**config.mk**
```make
export PLATFORM = sky130hd
export DESIGN_NAME = seg7_scan_driver_flat
export DESIGN_NICKNAME = d
export VERILOG_FILES = /design/src/rtl/seg7_scan_driver_if.sv /design/src/rtl/seg7_scan_driver.sv /design/src/flat_wrapper.sv
export SDC_FILE = /design/constraint.sdc
export NUM_CORES = 1
export LEC_CHECK = 0
export BUFFER_PORTS_ARGS = -buffer_cell sky130_fd_sc_hd__buf_2
export CORE_UTILIZATION = 30
export DETAILED_ROUTE_END_ITERATION = 8
export GPL_TIMING_DRIVEN = 0
export PLACE_DENSITY = 0.58
export SLEW_MARGIN = 0
export SYNTH_ARGS = -nofsm -noshare
export SYNTH_HDL_FRONTEND = slang
export SYNTH_SLANG_ARGS = --single-unit
```
**constraint.sdc**
```tcl
create_clock -name Clock -period 6.01 [get_ports Clock]
set_input_delay 1.202 -clock Clock [delete_from_list [all_inputs] [get_ports Clock]]
set_output_delay 1.202 -clock Clock [all_outputs]
set_load 0.02 [all_outputs]
```
**src/rtl/seg7_scan_driver_if.sv**
```systemverilog
// Bundle between the data memory / scan consumer and the seven-segment
// scan driver: run enable, the eight raw digit patterns, and the
// multiplexed display outputs.
interface seg7_scan_driver_if;
    logic       Enable;
    logic [7:0] Seven_Seg0;
    logic [7:0] Seven_Seg1;
    logic [7:0] Seven_Seg2;
    logic [7:0] Seven_Seg3;
    logic [7:0] Seven_Seg4;
    logic [7:0] Seven_Seg5;
    logic [7:0] Seven_Seg6;
    logic [7:0] Seven_Seg7;
    logic [7:0] SEG_OUT;
    logic [7:0] DIGIT_EN;
    logic [2:0] Digit_Index;
    logic       Frame_Start;

    // Pattern source side (memory / testbench)
    modport master (
        output Enable,
        output Seven_Seg0, Seven_Seg1, Seven_Seg2, Seven_Seg3,
        output Seven_Seg4, Seven_Seg5, Seven_Seg6, Seven_Seg7,
        input  SEG_OUT, DIGIT_EN, Digit_Index, Frame_Start
    );

    // Scan driver side
    modport slave (
        input  Enable,
        input  Seven_Seg0, Seven_Seg1, Seven_Seg2, Seven_Seg3,
        input  Seven_Seg4, Seven_Seg5, Seven_Seg6, Seven_Seg7,
        output SEG_OUT, DIGIT_EN, Digit_Index, Frame_Start
    );
endinterface

```
**src/rtl/seg7_scan_driver.sv**
```systemverilog
// Time-multiplexed seven-segment scan driver. Each digit slot lasts TICK_DIV
// clocks, the first BLANK_CYCLES of which are dark to suppress ghosting.
// All eight patterns are captured into shadow registers at the start of each
// frame so mid-frame CPU writes never tear the display. Outputs are fully
// registered and computed from the next-state values so they line up with
// the state registers.
module seg7_scan_driver #(
    parameter int TICK_DIV     = 50000,
    parameter int BLANK_CYCLES = 500,
    parameter bit ACTIVE_LOW   = 1'b1
) (
    input  logic              Clock,
    input  logic              Reset,
    seg7_scan_driver_if.slave bus
);

    localparam int              CNT_W   = (TICK_DIV > 1) ? $clog2(TICK_DIV) : 1;
    localparam logic [CNT_W-1:0] CNT_MAX = CNT_W'(TICK_DIV - 1);
    // XOR mask that turns active-high encodings into board polarity
    localparam logic [7:0]      POL     = ACTIVE_LOW ? 8'hFF : 8'h00;

    typedef enum logic [1:0] {
        IDLE  = 2'd0,
        BLANK = 2'd1,
        SHOW  = 2'd2
    } state_t;

    state_t           state_q, state_d;
    logic [CNT_W-1:0] cnt_q, cnt_d;
    logic [2:0]       idx_q, idx_d;
    logic             snap_d;

    logic [7:0]       pattern  [8];
    logic [7:0]       shadow_q [8];
    logic [7:0]       show_pat;

    logic [7:0]       seg_q, seg_d;
    logic [7:0]       en_q, en_d;
    logic             frame_q;

    assign pattern[0] = bus.Seven_Seg0;
    assign pattern[1] = bus.Seven_Seg1;
    assign pattern[2] = bus.Seven_Seg2;
    assign pattern[3] = bus.Seven_Seg3;
    assign pattern[4] = bus.Seven_Seg4;
    assign pattern[5] = bus.Seven_Seg5;
    assign pattern[6] = bus.Seven_Seg6;
    assign pattern[7] = bus.Seven_Seg7;

    // Phase within a slot: the leading BLANK_CYCLES counts are dark.
    // Done in signed int so BLANK_CYCLES = 0 does not become a constant
    // unsigned comparison.
    function automatic state_t phase_of(input logic [CNT_W-1:0] c);
        return (int'(c) < BLANK_CYCLES) ? BLANK : SHOW;
    endfunction

    // Scanner state register
    always_ff @(posedge Clock or posedge Reset) begin
        if (Reset) begin
            state_q <= IDLE;
            cnt_q   <= '0;
            idx_q   <= '0;
        end else begin
            state_q <= state_d;
            cnt_q   <= cnt_d;
            idx_q   <= idx_d;
        end
    end

    // Next-state: slot counting, digit advance and frame snapshot request
    always_comb begin
        state_d = state_q;
        cnt_d   = cnt_q;
        idx_d   = idx_q;
        snap_d  = 1'b0;
        case (state_q)
            IDLE: begin
                cnt_d = '0;
                idx_d = '0;
                if (bus.Enable) begin
                    snap_d  = 1'b1;
                    state_d = phase_of('0);
                end
            end
            default: begin
                if (!bus.Enable) begin
                    // Drop wins over a coincident wrap: no snapshot
                    state_d = IDLE;
                    cnt_d   = '0;
                    idx_d   = '0;
                end else if (cnt_q == CNT_MAX) begin
                    cnt_d   = '0;
                    idx_d   = idx_q + 3'd1;
                    snap_d  = (idx_q == 3'd7);
                    state_d = phase_of('0);
                end else begin
                    cnt_d   = cnt_q + 1'b1;
                    state_d = phase_of(cnt_q + 1'b1);
                end
            end
        endcase
    end

    // Pattern for the upcoming cycle; on a snapshot cycle the shadow is not
    // yet loaded, so take the live input directly.
    always_comb begin
        show_pat = snap_d ? pattern[idx_d] : shadow_q[idx_d];
        seg_d    = POL;
        en_d     = POL;
        if (state_d == SHOW) begin
            seg_d = show_pat ^ POL;
            en_d  = (8'h01 << idx_d) ^ POL;
        end
    end

    // Registered display outputs
    always_ff @(posedge Clock or posedge Reset) begin
        if (Reset) begin
            seg_q   <= POL;
            en_q    <= POL;
            frame_q <= 1'b0;
        end else begin
            seg_q   <= seg_d;
            en_q    <= en_d;
            frame_q <= snap_d;
        end
    end

    // Per-digit shadow registers, reloaded once per frame
    generate
        for (genvar gi = 0; gi < 8; gi++) begin : g_shadow
            always_ff @(posedge Clock or posedge Reset) begin
                if (Reset) begin
                    shadow_q[gi] <= '0;
                end else if (snap_d) begin
                    shadow_q[gi] <= pattern[gi];
                end
            end
        end
    endgenerate

    assign bus.SEG_OUT     = seg_q;
    assign bus.DIGIT_EN    = en_q;
    assign bus.Digit_Index = idx_q;
    assign bus.Frame_Start = frame_q;

endmodule
```
**src/flat_wrapper.sv**
```systemverilog
// flat-port wrapper written by rule: the top's interface ports become plain ports
module seg7_scan_driver_flat 
#(
    parameter int TICK_DIV     = 50000,
    parameter int BLANK_CYCLES = 500,
    parameter bit ACTIVE_LOW   = 1'b1
)
  (Clock, Reset, bus_Enable, bus_Seven_Seg0, bus_Seven_Seg1, bus_Seven_Seg2, bus_Seven_Seg3, bus_Seven_Seg4, bus_Seven_Seg5, bus_Seven_Seg6, bus_Seven_Seg7, bus_SEG_OUT, bus_DIGIT_EN, bus_Digit_Index, bus_Frame_Start);
  seg7_scan_driver_if bus_i ();
  input  logic Clock;
  input  logic Reset;
  input wire logic [$bits(bus_i.Enable)-1:0] bus_Enable;
  input wire logic [$bits(bus_i.Seven_Seg0)-1:0] bus_Seven_Seg0;
  input wire logic [$bits(bus_i.Seven_Seg1)-1:0] bus_Seven_Seg1;
  input wire logic [$bits(bus_i.Seven_Seg2)-1:0] bus_Seven_Seg2;
  input wire logic [$bits(bus_i.Seven_Seg3)-1:0] bus_Seven_Seg3;
  input wire logic [$bits(bus_i.Seven_Seg4)-1:0] bus_Seven_Seg4;
  input wire logic [$bits(bus_i.Seven_Seg5)-1:0] bus_Seven_Seg5;
  input wire logic [$bits(bus_i.Seven_Seg6)-1:0] bus_Seven_Seg6;
  input wire logic [$bits(bus_i.Seven_Seg7)-1:0] bus_Seven_Seg7;
  output wire logic [$bits(bus_i.SEG_OUT)-1:0] bus_SEG_OUT;
  output wire logic [$bits(bus_i.DIGIT_EN)-1:0] bus_DIGIT_EN;
  output wire logic [$bits(bus_i.Digit_Index)-1:0] bus_Digit_Index;
  output wire logic [$bits(bus_i.Frame_Start)-1:0] bus_Frame_Start;
  assign bus_i.Enable = bus_Enable;
  assign bus_i.Seven_Seg0 = bus_Seven_Seg0;
  assign bus_i.Seven_Seg1 = bus_Seven_Seg1;
  assign bus_i.Seven_Seg2 = bus_Seven_Seg2;
  assign bus_i.Seven_Seg3 = bus_Seven_Seg3;
  assign bus_i.Seven_Seg4 = bus_Seven_Seg4;
  assign bus_i.Seven_Seg5 = bus_Seven_Seg5;
  assign bus_i.Seven_Seg6 = bus_Seven_Seg6;
  assign bus_i.Seven_Seg7 = bus_Seven_Seg7;
  assign bus_SEG_OUT = bus_i.SEG_OUT;
  assign bus_DIGIT_EN = bus_i.DIGIT_EN;
  assign bus_Digit_Index = bus_i.Digit_Index;
  assign bus_Frame_Start = bus_i.Frame_Start;
  seg7_scan_driver #(.TICK_DIV(TICK_DIV), .BLANK_CYCLES(BLANK_CYCLES), .ACTIVE_LOW(ACTIVE_LOW)) u_core (.Clock(Clock), .Reset(Reset), .bus(bus_i));
endmodule
```
## Word level (Yosys, flattened, before mapping)

Cells that the tools add are included.

| cells by class | value |
|---|---|
| add/sub/neg operators | 2 |
| magnitude comparators | 2 |
| eq/ne operators | 3 |
| shifts and indexed selects | 1 |
| multiplexer cells | 24 |
| bitwise logic cells | 3 |
| reductions and logical operators | 1 |

Operators with widths:

| operator | count |
|---|---|
| two-way mux 8 bit | 7 |
| binary-select mux 8 bit (select 3 bit) | 2 |
| two-way mux 16 bit | 3 |
| adder 16 x 1 -> 16 bit (second input constant) | 1 |
| == test 16 bit (second input constant) | 1 |
| less-than comparator 16 x 9 -> 1 bit (second input constant) | 1 |
| NOT 8 bit | 2 |
| two-way mux 2 bit | 5 |
| two-way mux 3 bit | 3 |
| left shift 1 x 3 -> 8 bit (first input constant) | 1 |
| greater-or-equal comparator 4 bit (second input constant) | 1 |
| two-way mux 1 bit | 4 |
| NOT 3 -> 4 bit | 1 |
| adder 3 x 1 -> 3 bit (second input constant) | 1 |
| == test 3 bit (second input constant) | 1 |
| == test 2 bit (second input constant) | 1 |
| zero test 2 bit | 1 |

| storage, ports and cells | value |
|---|---|
| register bits after elaboration | 102 |
| input port bits | 67 |
| output and inout bits | 20 |
| word-level logic and storage cells | 50 |

## Logic depth before layout (Yosys ltp)

| logic depth | value |
|---|---|
| word-level depth | 11 |
| depth in mapped cells | 9 |
| depth with buffers taken out | 8 |

## Least setup slack after synthesis

No wires, ideal clock.

| timing | value |
|---|---|
| path kind | input port to flip-flop |
| start point | in bus_Enable |
| end point | reg u_core.seg_q[2], in the netlist u_core.bus.SEG_OUT[2] |
| setup time | 87 ps |
| arrival time | 2,798 ps |
| required time | 5,923 ps |
| path slack | 3,126 ps |
| stages | 9 |
| path buffers | 2 |
| path through | o21ai_0 -> clkbuf_1 -> nor2_1 -> mux2i_2 -> clkinv_2 -> buf_4 -> mux2i_1 -> a32oi_1 -> nand3_1 |

| on the way | value |
|---|---|
| word-level cells in the longest chain between the ends | 9 |
| elaborated cells on any way between the ends | 19 |
| those cells by class | eq/ne (1); mux (16); bitwise (2) |

Ends and longest elaborated chain:

| item | line | source |
|---|---|---|
| from (decl) | flat_wrapper.sv:12 | `input wire logic [$bits(bus_i.Enable)-1:0] bus_Enable;` |
| two-way mux 3 bit | seg7_scan_driver.sv:86 | `if (!bus.Enable) begin` |
| two-way mux 3 bit | seg7_scan_driver.sv:76 | `case (state_q)` |
| NOT 3 -> 4 bit (not written as such) | seg7_scan_driver.sv:107 | `show_pat = snap_d ? pattern[idx_d] : shadow_q[idx_d];` |
| binary-select mux 8 bit (select 3 bit) | seg7_scan_driver.sv:107 |  |
| two-way mux 8 bit (not written as such) (2 in a row) | seg7_scan_driver.sv:107 |  |
| two-way mux 8 bit | seg7_scan_driver.sv:107 |  |
| NOT 8 bit (no line) | -- |  |
| two-way mux 8 bit * | seg7_scan_driver.sv:110 | `if (state_d == SHOW) begin` |
| net u_core.seg_d[2] | seg7_scan_driver.sv:37 | `logic [7:0] seg_q, seg_d;` |
| to (signal assigned) | seg7_scan_driver.sv:123 | `seg_q <= seg_d;` |
| to (decl) | seg7_scan_driver.sv:37 |  |

The timed path passes the listed nets; every way through them passes the cells marked *. The select of a mux whose other input is x is not followed.
A chain may end at the register's enable or synchronous reset.

## Worst setup path after layout

| timing | value |
|---|---|
| start point | reg u_core.cnt_q[7] |
| end point | reg u_core.seg_q[4], in the netlist u_core.bus.SEG_OUT[4] |

| on the way | value |
|---|---|
| word-level cells in the longest chain between the ends | 11 |
| elaborated cells on any way between the ends | 24 |
| those cells by class | add/sub (1); order compare (1); eq/ne (2); mux (18); bitwise (2) |

Ends and longest elaborated chain:

| item | line | source |
|---|---|---|
| from (decl) | seg7_scan_driver.sv:29 | `logic [CNT_W-1:0] cnt_q, cnt_d;` |
| from (signal assigned) | seg7_scan_driver.sv:65 | `cnt_q <= cnt_d;` |
| parallel branches: the longest is 10 deep, another holds adder 16 x 1 -> 16 bit | -- |  |
| two-way mux 8 bit * | seg7_scan_driver.sv:110 |  |
| net u_core.seg_d[4] | seg7_scan_driver.sv:37 |  |

Mark *: on every way through the listed nets, which the timed path passes. The select of a mux whose other input is x is not followed.

==> flow_summary.json <==
{
  "final_nets": 569,
  "p_leak_nw": 2.395,
  "grt_overflow": 0,
  "outcome": "completed",
  "drv_cap": 0,
  "peakVddDrop_v": 0.0001373,
  "async_flop_share_pct": 100.0,
  "hold_ws_ns": 0.5059,
  "required_ns": 6.25,
  "core_area_um2": 15370,
  "grt_max_degree": 66,
  "report.final.slew_viol_count": 0,
  "reg2reg_slack_ns": 2.46,
  "cp.arrival_ns": 3.79,
  "path_max_fanout": 10,
  "netlist_instances": 401,
  "ys_types": 44,
  "vias_per_cell": 4.794,
  "cts_tree": "built",
  "drc": 0,
  "cts_resized": 0,
  "ys.warnings.count": 0,
  "clock-sinks": 102,
  "setup_ws_ns": 2.457,
  "clkLatencyLatePin_ns": 0.35,
  "max_slew_margin_pct": 41.42,
  "antenna_found_initial": 0,
  "setup_viol": 0,
  "io_buffers": 86,
  "die_y_um": 128.1,
  "wl_um": 11780,
  "syn_area_per_cell_um2": 11.89,
  "mostFrequentLayoutCell": "buf_2",
  "drive_gt1_share_pct": 40.28,
  "synth_fp_nets": 471,
  "clockRootBuffer": "clkbuf_16",
  "min_period_over_period_pct": 59.12,
  "via_count": 3428,
  "ys_ff_latch": 102,
  "tightestPinTransition_ns": 0.8616,
  "ant_nets": 0,
  "fin_setup_tns_ns": 0,
  "layout_common_cells": "buf_2, dfrtp_1, mux2_2",
  "cts.path.max_buffers": 2,
  "clkSlewWorstSetupHoldPaths_ns": 0.07,
  "drt_iter0_markers": 262,
  "die_w_um": 128.1,
  "diodes": 0,
  "startpoint_type": "flop",
  "synth_ff_type": "dfrtp_1",
  "cts_hold_buffers": 0,
  "min_period_ns": 3.553,
  "p_per_area_nw_per_um2": 265.1,
  "cp-end-kind": "flop",
  "first_global_vias": 3443,
  "start_util_pct": 31.03,
  "dieArea_um2": 16410,
  "ioPinCount": 87,
  "fillers": 1535,
  "critPathKind": "reg -> reg",
  "hold_viol": 0,
  "grt_first_pass_wirelength_um": 18650,
  "gp_congestion": 0.8231,
  "seq_area_frac_synth_pct": 53.93,
  "pre_cts_ws_ns": 2.248,
  "grt.total_usage_pct": 15.27,
  "max_freq_mhz": 281.5,
  "p_total_mw": 1.536,
  "fin_worst_skew_ns": 0.01091,
  "hpwl_um": 8667,
  "cts_made_buffers": 9,
  "cts.htree.levels": 3,
  "synth_edf_count": 0,
  "hp-class": "reg -> reg",
  "syn_area_um2": 4770,
  "post_cts_buffers": 0,
  "areaGrowthSynthToFinish_pct": 21.51,
  "rsz0062_at_grt": "no",
  "wire_per_inst_um": 16.47,
  "rows": 45,
  "dr.pass1.iters": 4
}
==> where the power goes <==
part | total (mW) | internal [mW] | leakage [nW] | switching [mW]
Combinational | 0.154 | 0.0866 | 1.03 | 0.0674
Clock | 0.593 | 0.337 | 0.143 | 0.256
Sequential | 0.790 | 0.755 | 1.22 | 0.0349
==> metrics by stage <==
stage	cell area (um2)	std cells	util (%)
2_1_floorplan	4770	401	-
3_3_place_gp	5464	698	35.55
3_5_place_dp	5494	699	35.74
4_1_cts	5796	715	37.70
5_1_grt	5796	715	37.70
6_report	5796	715	37.70
==> state kept, by name, summed over array words and instances, names as in the netlist <==
register	cells
u_core.bus.DIGIT_EN	8
u_core.bus.SEG_OUT	8
u_core.bus.Digit_Index	3
u_core.cnt_q	16
u_core.bus.Frame_Start	1
u_core.state_q	2
u_core.shadow_q	64
==> cells by family after synthesis <==
| family | Yosys count | share of synthesized area [%] |
|---|---|---|
| AOI/OAI and AO/OA | 43 | 6.821 |
| xor gates and xnor gates | 15 | 2.755 |
| adders and majority gates | 3 | 0.7871 |
| buffers and inverters | 31 | 3.122 |
| DFF | 102 | 53.93 |
| muxes | 85 | 19.62 |
| and+or+nand+nor | 122 | 12.96 |
==> critical path, cell delays in order (launching register included) <==
cell and delay (ns):
dfrtp_1 0.36, clkbuf_1 0.18, or4b_1 0.58, nor4_4 0.49
mux2i_2 0.80, clkinv_2 0.23, buf_6 0.23, mux2i_1 0.13
a32oi_1 0.25, nand3_1 0.18
==> per-layer routing <==
metal | track usage (%) | routed length [um] | vias up
met5 | 0 | 0 | -
met4 | 4.983 | 146 | 0
met3 | 3.130 | 510 | 9
met2 | 25.22 | 5777 | 82
met1 | 19.98 | 5345 | 1702
li1 | - | - | 1635
==> synthesized netlist by cell type (2+ instances only) <==
cell	number	share of area [%]
clkbuf_1	11	0.87
nand4_1	4	0.52
mux2i_1	19	4.0
o21ai_0	2	0.21
nor2b_1	3	0.39
nand2_1	44	3.5
and2_1	3	0.39
o31ai_1	2	0.31
a31oi_1	6	0.79
and3_1	2	0.26
a21oi_1	6	0.63
mux2_2	65	15
nor2_1	24	1.9
nand3b_1	3	0.47
or4b_1	2	0.42
buf_2	10	1.0
dfstp_2	16	8.8
buf_4	3	0.47
nand3_1	21	2.2
o31a_1	3	0.55
and4_1	3	0.55
xnor2_1	8	1.5
ha_1	3	0.79
o21a_1	2	0.31
dfrtp_1	86	45
a32oi_1	16	2.9
nor3_2	2	0.42
nand2b_1	2	0.26
inv_1	5	0.39
nand4b_1	4	0.73
nor4_1	2	0.26
xor2_1	7	1.3
==> cell type report <==
type | count | area, um2 | share of cell area, %
sequential | 102 | 2572 | 44.39
multi-input combinational | 268 | 2048 | 35.34
timing repair buffer | 87 | 457.9 | 7.902
tap | 211 | 264.0 | 4.555
clock buffer | 12 | 246.5 | 4.253
buffer | 25 | 125.1 | 2.159
clock inverter | 4 | 55.05 | 0.9499
inverter | 6 | 26.28 | 0.4534
==> worst paths after layout <==
check / start / depth (start not counted) / end
min: u_core.shadow_q[36] / 1 / u_core.shadow_q[36]
max: u_core.cnt_q[7] / 9 / u_core.bus.SEG_OUT[4]
min in group asynchronous: Reset / 2 / u_core.shadow_q[57]
max in group asynchronous: Reset / 3 / u_core.bus.DIGIT_EN[1]
max reg2reg: u_core.cnt_q[7] / 9 / u_core.bus.SEG_OUT[4]
min reg2reg: u_core.shadow_q[36] / 1 / u_core.shadow_q[36]
Power figures use the tool's default switching activity.
